===== config.mk =====
export PLATFORM = sky130hd
export DESIGN_NAME = example
export DESIGN_NICKNAME = d
export VERILOG_FILES = /design/src/rtl/example_pkg.sv /design/src/rtl/example_add_mod255.sv /design/src/rtl/example.sv
export SDC_FILE = /design/constraint.sdc
export NUM_CORES = 1
export LEC_CHECK = 0
export CORE_MARGIN = 8
export CORE_UTILIZATION = 55
export CTS_CLUSTER_DIAMETER = 120
export DETAILED_ROUTE_END_ITERATION = 6
export MAX_ROUTING_LAYER = met4
export PLACE_DENSITY = 0.81
export SLEW_MARGIN = 10
export SYNTH_ARGS = -nofsm -noshare
export SYNTH_HDL_FRONTEND = slang
export SYNTH_SLANG_ARGS = --single-unit

===== constraint.sdc =====
create_clock -name clk -period 6.9 [get_ports clk]
set_input_delay 2.07 -clock clk [delete_from_list [all_inputs] [get_ports clk]]
set_output_delay 2.07 -clock clk [all_outputs]
set_load 0.005 [all_outputs]

===== src/rtl/example_pkg.sv =====
// Shared widths and the Fletcher-16 modulus.
// Imported by the checksum datapath and its adder.
package example_pkg;

    localparam int DATA_W = 8;
    localparam int SUM_W  = 8;
    localparam int OUT_W  = 16;

    localparam logic [SUM_W:0] MOD = 9'd255;

endpackage


===== src/rtl/example_add_mod255.sv =====
// Combinational modulo-255 adder for one Fletcher-16 running sum.
// Operand a is a reduced sum (0..254), b may be any byte.
module add_mod255
    import example_pkg::*;
(
    input  logic [SUM_W-1:0] a,
    input  logic [SUM_W-1:0] b,
    output logic [SUM_W-1:0] result
);

    logic [SUM_W:0] s;
    logic [SUM_W:0] s_red;

    // 254 + 255 = 509 < 510, so a single conditional subtract suffices
    always_comb begin
        s     = {1'b0, a} + {1'b0, b};
        s_red = s;
        if (s >= MOD) begin
            s_red = s - MOD;
        end
        result = s_red[SUM_W-1:0];
    end

endmodule


===== src/rtl/example.sv =====
// Fletcher-16 checksum over a byte stream, one byte per clock.
// Output is the registered pair {sum2, sum1}.
module example
    import example_pkg::*;
(
    input  logic              clk,
    input  logic              reset,
    input  logic [DATA_W-1:0] data_in,
    output logic [OUT_W-1:0]  data_out
);

    logic [SUM_W-1:0] sum1;
    logic [SUM_W-1:0] sum2;
    logic [SUM_W-1:0] sum1_next;
    logic [SUM_W-1:0] sum2_next;

    add_mod255 u_add1 (
        .a      (sum1),
        .b      (data_in),
        .result (sum1_next)
    );

    // sum2 accumulates the already-updated sum1
    add_mod255 u_add2 (
        .a      (sum2),
        .b      (sum1_next),
        .result (sum2_next)
    );

    always_ff @(posedge clk) begin
        if (reset) begin
            sum1 <= '0;
            sum2 <= '0;
        end else begin
            sum1 <= sum1_next;
            sum2 <= sum2_next;
        end
    end

    assign data_out = {sum2, sum1};

endmodule


==> run metrics, run 1 <==
outcome completed; DP HPWL 3430 um; clk_lat worst skew 300 ps; fin worst setup slack 378 ps; Final period util 94.5%; site row count 20; register area share after synthesis 18.5%; Most used DFF post-synth dfxtp_1; Syn Nets 243; gpl congestion 0.849; CTS tree yes; clk sinks 16; fin. max-slew vios 0; commonest non-fill, non-tap cells in the layout clkdlybuf4s50_1 (25), nor2_1 (19), ha_1 (19); input/output buffers 25; Synth Register Bits 16; DR WL/cell 14.4 um; Post-Route Skew 5.00 ps; Die Y 72.1 um; fin nets 278; share of cells above drive strength 1 11.0%; CTS Hold Bufs 0; Fmax 153 MHz; largest net degree at the start of global routing 20; crit path DAT 6740 ps; CP Launch Type primary input; full die area 5190 um2; setup TNS 0 ps; number of global-route vias before repair 1602; 1st-pass router iterations 4; Core Area 3030 um2; fillers 259; total track usage 16.6%; CTS max path bufs 2; Min Hold Slack 846 ps; antenna-violating nets left 0; final setup vio count 0; most common cell after layout, fill and taps aside clkdlybuf4s50_1; post-synthesis area per instance 8.15 um2; worst-path maximum fanout 5; GR Overflow Total 0; Rel. slew slack 53.5%; Distinct cells, synth 55; DR vias/cell 5.94; async set-or-reset flop fraction in the synthesized netlist 0%; worst-margin pin slew 695 ps; first-pass GRT wire length 7000 um; EDFF count, synth 0; H-tree levels 1; Mapped Cells 212; initial core utilization 57.1%; Inserted Diodes 0; HP Class register to register; DP Worst Slack 115 ps; cts bufs inserted 3; initial antenna violation count 0; clock slew at reported path FFs 100 ps; Final Non-Filler Cells 290; Setup Fix Bufs, Post-CTS 0; RSZ-0062 raised after global routing no; io pins 26; fin crit period 6520 ps; Chip Width 72.1 um; WP data required 7120 ps; Synth Warn # 0; Iter 0 DRT Violations 70; Inst Count DP 286; drt drc 0; via count 1722; Area Overhead vs Synth 22.7%; total wire length 4190 um; Worst Setup Path Type primary input to register; CTS root buf clkbuf_4; Mapped Area 1730 um2; Fin. Hold Viols 0; MaxCap Viol Count 0; Worst setup EP type register
stage by stage:
step | util, % | instance area, um2
finish | 70.0 | 2120
global route | 70.0 | 2120
CTS | 69.8 | 2110
detailed placement | 68.6 | 2080
global placement | 68.6 | 2080
floorplan | - | 1730
logic make-up after synthesis:
family / synth area share (%)
flops: 18.5
mux: 5.36
xor+xnor: 6.08
fa+ha+maj: 16.1
buf+inv: 1.96
compound gates: 26.9
simple gates: 25.1
registers in the layout, indices dropped and copies added (netlist names):
| signal | flops |
|---|---|
| sum1 | 8 |
| sum2 | 8 |
worst max-delay path, cell delays in order:
cell and delay (ps):
clkdlybuf4s50_1 400, ha_1 230, fa_1 460, a211oi_2 390
nor2_1 100, nor2_1 240, nand4_1 180, o21ai_2 230
xor2_1 170, ha_1 200, inv_1 60, fa_1 430
nand2b_1 190, a21oi_1 250, xor2_1 310, nand3_1 180
or4_1 490, a21oi_1 150
repair_timing:
action | 4_1_cts | 5_1_grt
setup endpoints to repair | 0 | 1
hold endpoints to repair | 0 | 0
gates resized for setup | 0 | 1
layout make-up:
type,instances,area [um2],share of cell area [%]
Tap cell,44,55.1,2.60
Multi-Input combinational cell,187,1380,65.1
Timing Repair Buffer,32,303,14.3
Sequential cell,16,320,15.1
Clock buffer,4,36.3,1.71
Inverter,7,26.3,1.24
final timing paths:
kind | cells past startpoint | startpoint | slack (ps) | end
hold / removal | 4 | sum2[3]$_SDFF_PP0_ | 850 | sum2[3]$_SDFF_PP0_
hold reg to reg | 4 | sum2[3]$_SDFF_PP0_ | 850 | sum2[3]$_SDFF_PP0_
setup / recovery | 18 | data_in[0] | 380 | sum2[7]$_SDFF_PP0_
setup reg to reg | 17 | sum1[0]$_SDFF_PP0_ | 2250 | sum2[7]$_SDFF_PP0_
routing by layer:
layer | vias up | part of all wire (%) | global-route usage [%] | wire length, um
met5 | - | 0 | - | 0
met1 | 808 | 44 | 17.8 | 1820
li1 | 872 | - | - | -
met4 | 0 | 1.4 | 5.44 | 59
met2 | 35 | 51 | 30.6 | 2130
met3 | 7 | 4.2 | 2.48 | 175
cells in the mapped netlist (all sizes together), types with 6 or more instances:
| library cell | instances | area [um2] |
|---|---|---|
| dfxtp | 16 | 320 |
| nand3 | 8 | 40.0 |
| nand2 | 15 | 56.3 |
| inv | 7 | 26.3 |
| ha | 19 | 238 |
| xnor2 | 6 | 52.6 |
| o21ai | 9 | 52.6 |
| o21a | 7 | 52.6 |
| or2 | 7 | 43.8 |
| nor2 | 19 | 71.3 |
| a21oi | 13 | 65.1 |
| xor2 | 6 | 52.6 |
| a211oi | 6 | 55.1 |
Power of run 1 is not shown: default switching activity piles up to over one toggle a cycle in this logic, so the estimate is an artifact.
==> inputs of run 2 (changes only) <==
GPL_TIMING_DRIVEN = 0   (was default)
==> run metrics, run 2 (same netlist as run 1, synthesis figures left out) <==
CP startpoint data_in[0]; Worst setup EP type register; fin nets 279; Reg2Reg Launch Point sum1[0]$_SDFF_PP0_; worst-margin pin slew 580 ps; fillers 252; critical path cell sequence clkdlybuf4s50_1 > ha_1 > fa_1 > a211oi_4 > nor2_1 > nor2_2 > nand4_1 > o21ai_4 > xor2_1 > ha_1 > inv_1 > fa_1 > nand2b_1 > a21oi_1 > xor2_1 > nand3_1 > or4_1 > a21oi_1; Final period util 95.7%; Worst Setup Path Type primary input to register; worst-case reg-to-reg path depth 17; setup TNS 0 ps; Post-DP Area 2020 um2; worst reg-to-reg setup slack 2160 ps; clk sinks 16; Critical Path Slowest Stage Cell or4_1; DR WL/cell 13.5 um; antenna-violating nets left 0; outcome completed; Crit path max-delay family simple AND/OR/NAND/NOR gates; io pins 26; cts bufs inserted 3; design area 2140 um2; Inserted Diodes 0; total track usage 16.1%; initial antenna violation count 0; fin crit period 6600 ps; Post-Route Skew 9.00 ps; Fmax 151 MHz; Hold Path Cell Cnt 3; commonest non-fill, non-tap cells in the layout clkdlybuf4s50_1 (24), ha_1 (19), nor2_1 (18); Chip Width 72.1 um; number of global-route vias before repair 1499; R2R Path End sum2[7]$_SDFF_PP0_; Levels on crit path 18; Worst Path Buf+Inv 2; DR vias/cell 5.75; Fin. Hold Viols 0; final setup vio count 0; WP data required 7130 ps; HP Class register to register; largest net degree at the start of global routing 11; total wire length 3920 um; 1st-pass router iterations 4; Final Non-Filler Cells 291; CTS root buf clkbuf_4; crit path DAT 6830 ps; most common cell after layout, fill and taps aside clkdlybuf4s50_1; site row count 20; gpl congestion 0.864; DP HPWL 3110 um; Top Registers sum1: 8 flops, sum2: 8 flops; initial core utilization 57.1%; Area Overhead vs Synth 24.0%; CP Launch Type primary input; input/output buffers 24; Core Area 3030 um2; Iter 0 DRT Violations 61; clk_lat worst skew 300 ps; share of cells above drive strength 1 12.1%; clock slew at reported path FFs 100 ps; MaxCap Viol Count 0; crit-path max cell delay 490 ps; CTS max path bufs 2; GR Overflow Total 0; via count 1672; worst-path maximum fanout 5; Rel. slew slack 61.2%; CTS Hold Bufs 0; fin. max-slew vios 0; Inst Count DP 280; Die Y 72.1 um; full die area 5190 um2; drt drc 0; worst setup path end sum2[7]$_SDFF_PP0_; first-pass GRT wire length 6730 um; H-tree levels 1; CTS tree yes
run 2: through the flow:
stage               hold WS [ps]  worst slack, ps  utilization (%)
floorplan                    785              660                -
CTS                          848             27.4             68.7
global route                 911            -23.0             70.7
global placement             809             -490             66.8
finish                       842              297             70.7
detailed placement           823             -541             66.8
run 2: metal layers:
layer	routed length (um)	track usage, %	part of all wire [%]
met1	1820	19.2	46
met2	1890	26.9	48
met3	168	2.75	4.3
met4	50	5.44	1.3
met5	0	-	0
run 2: area by class of cell:
| class | instances | area [um2] | area share (%) |
|---|---|---|---|
| tap | 44 | 55.1 | 2.57 |
| clock buffer | 4 | 36.3 | 1.69 |
| inverter | 7 | 26.3 | 1.23 |
| multi-input combinational | 187 | 1400 | 65.5 |
| timing repair buffer | 31 | 293 | 13.7 |
| sequential | 16 | 320 | 15.0 |
| buffer | 2 | 7.51 | 0.350 |
run 2: worst min-delay path by stage:
stage	startpoint	to	slack, ps
final	sum2[0]$_SDFF_PP0_	sum2[0]$_SDFF_PP0_	840
after global routing	sum2[0]$_SDFF_PP0_	sum2[0]$_SDFF_PP0_	910
after CTS	sum2[0]$_SDFF_PP0_	sum2[0]$_SDFF_PP0_	850
after detailed placement	sum2[0]$_SDFF_PP0_	sum2[0]$_SDFF_PP0_	820
after global placement	sum2[0]$_SDFF_PP0_	sum2[0]$_SDFF_PP0_	810
after floorplan	sum2[0]$_SDFF_PP0_	sum2[0]$_SDFF_PP0_	780
run 2: what timing repair did:
action                                  CTS  global route
cloned                                    0             0
resized for setup                         2             4
setup buffers                             1             6
endpoints found under the setup margin    4             8
pin swaps                                 1             5
endpoints found under the hold margin     0             0
run 2: worst register-to-register path: cells and delay by family, from the launching register on:
kind            cells  cell delay (ps)
compound gates      4             1030
xor+xnor            2              510
fa+ha+maj           4             1310
buf+inv             1               60
flops               1              330
simple gates        6             1440
Power of run 2 is left out for the same reason.
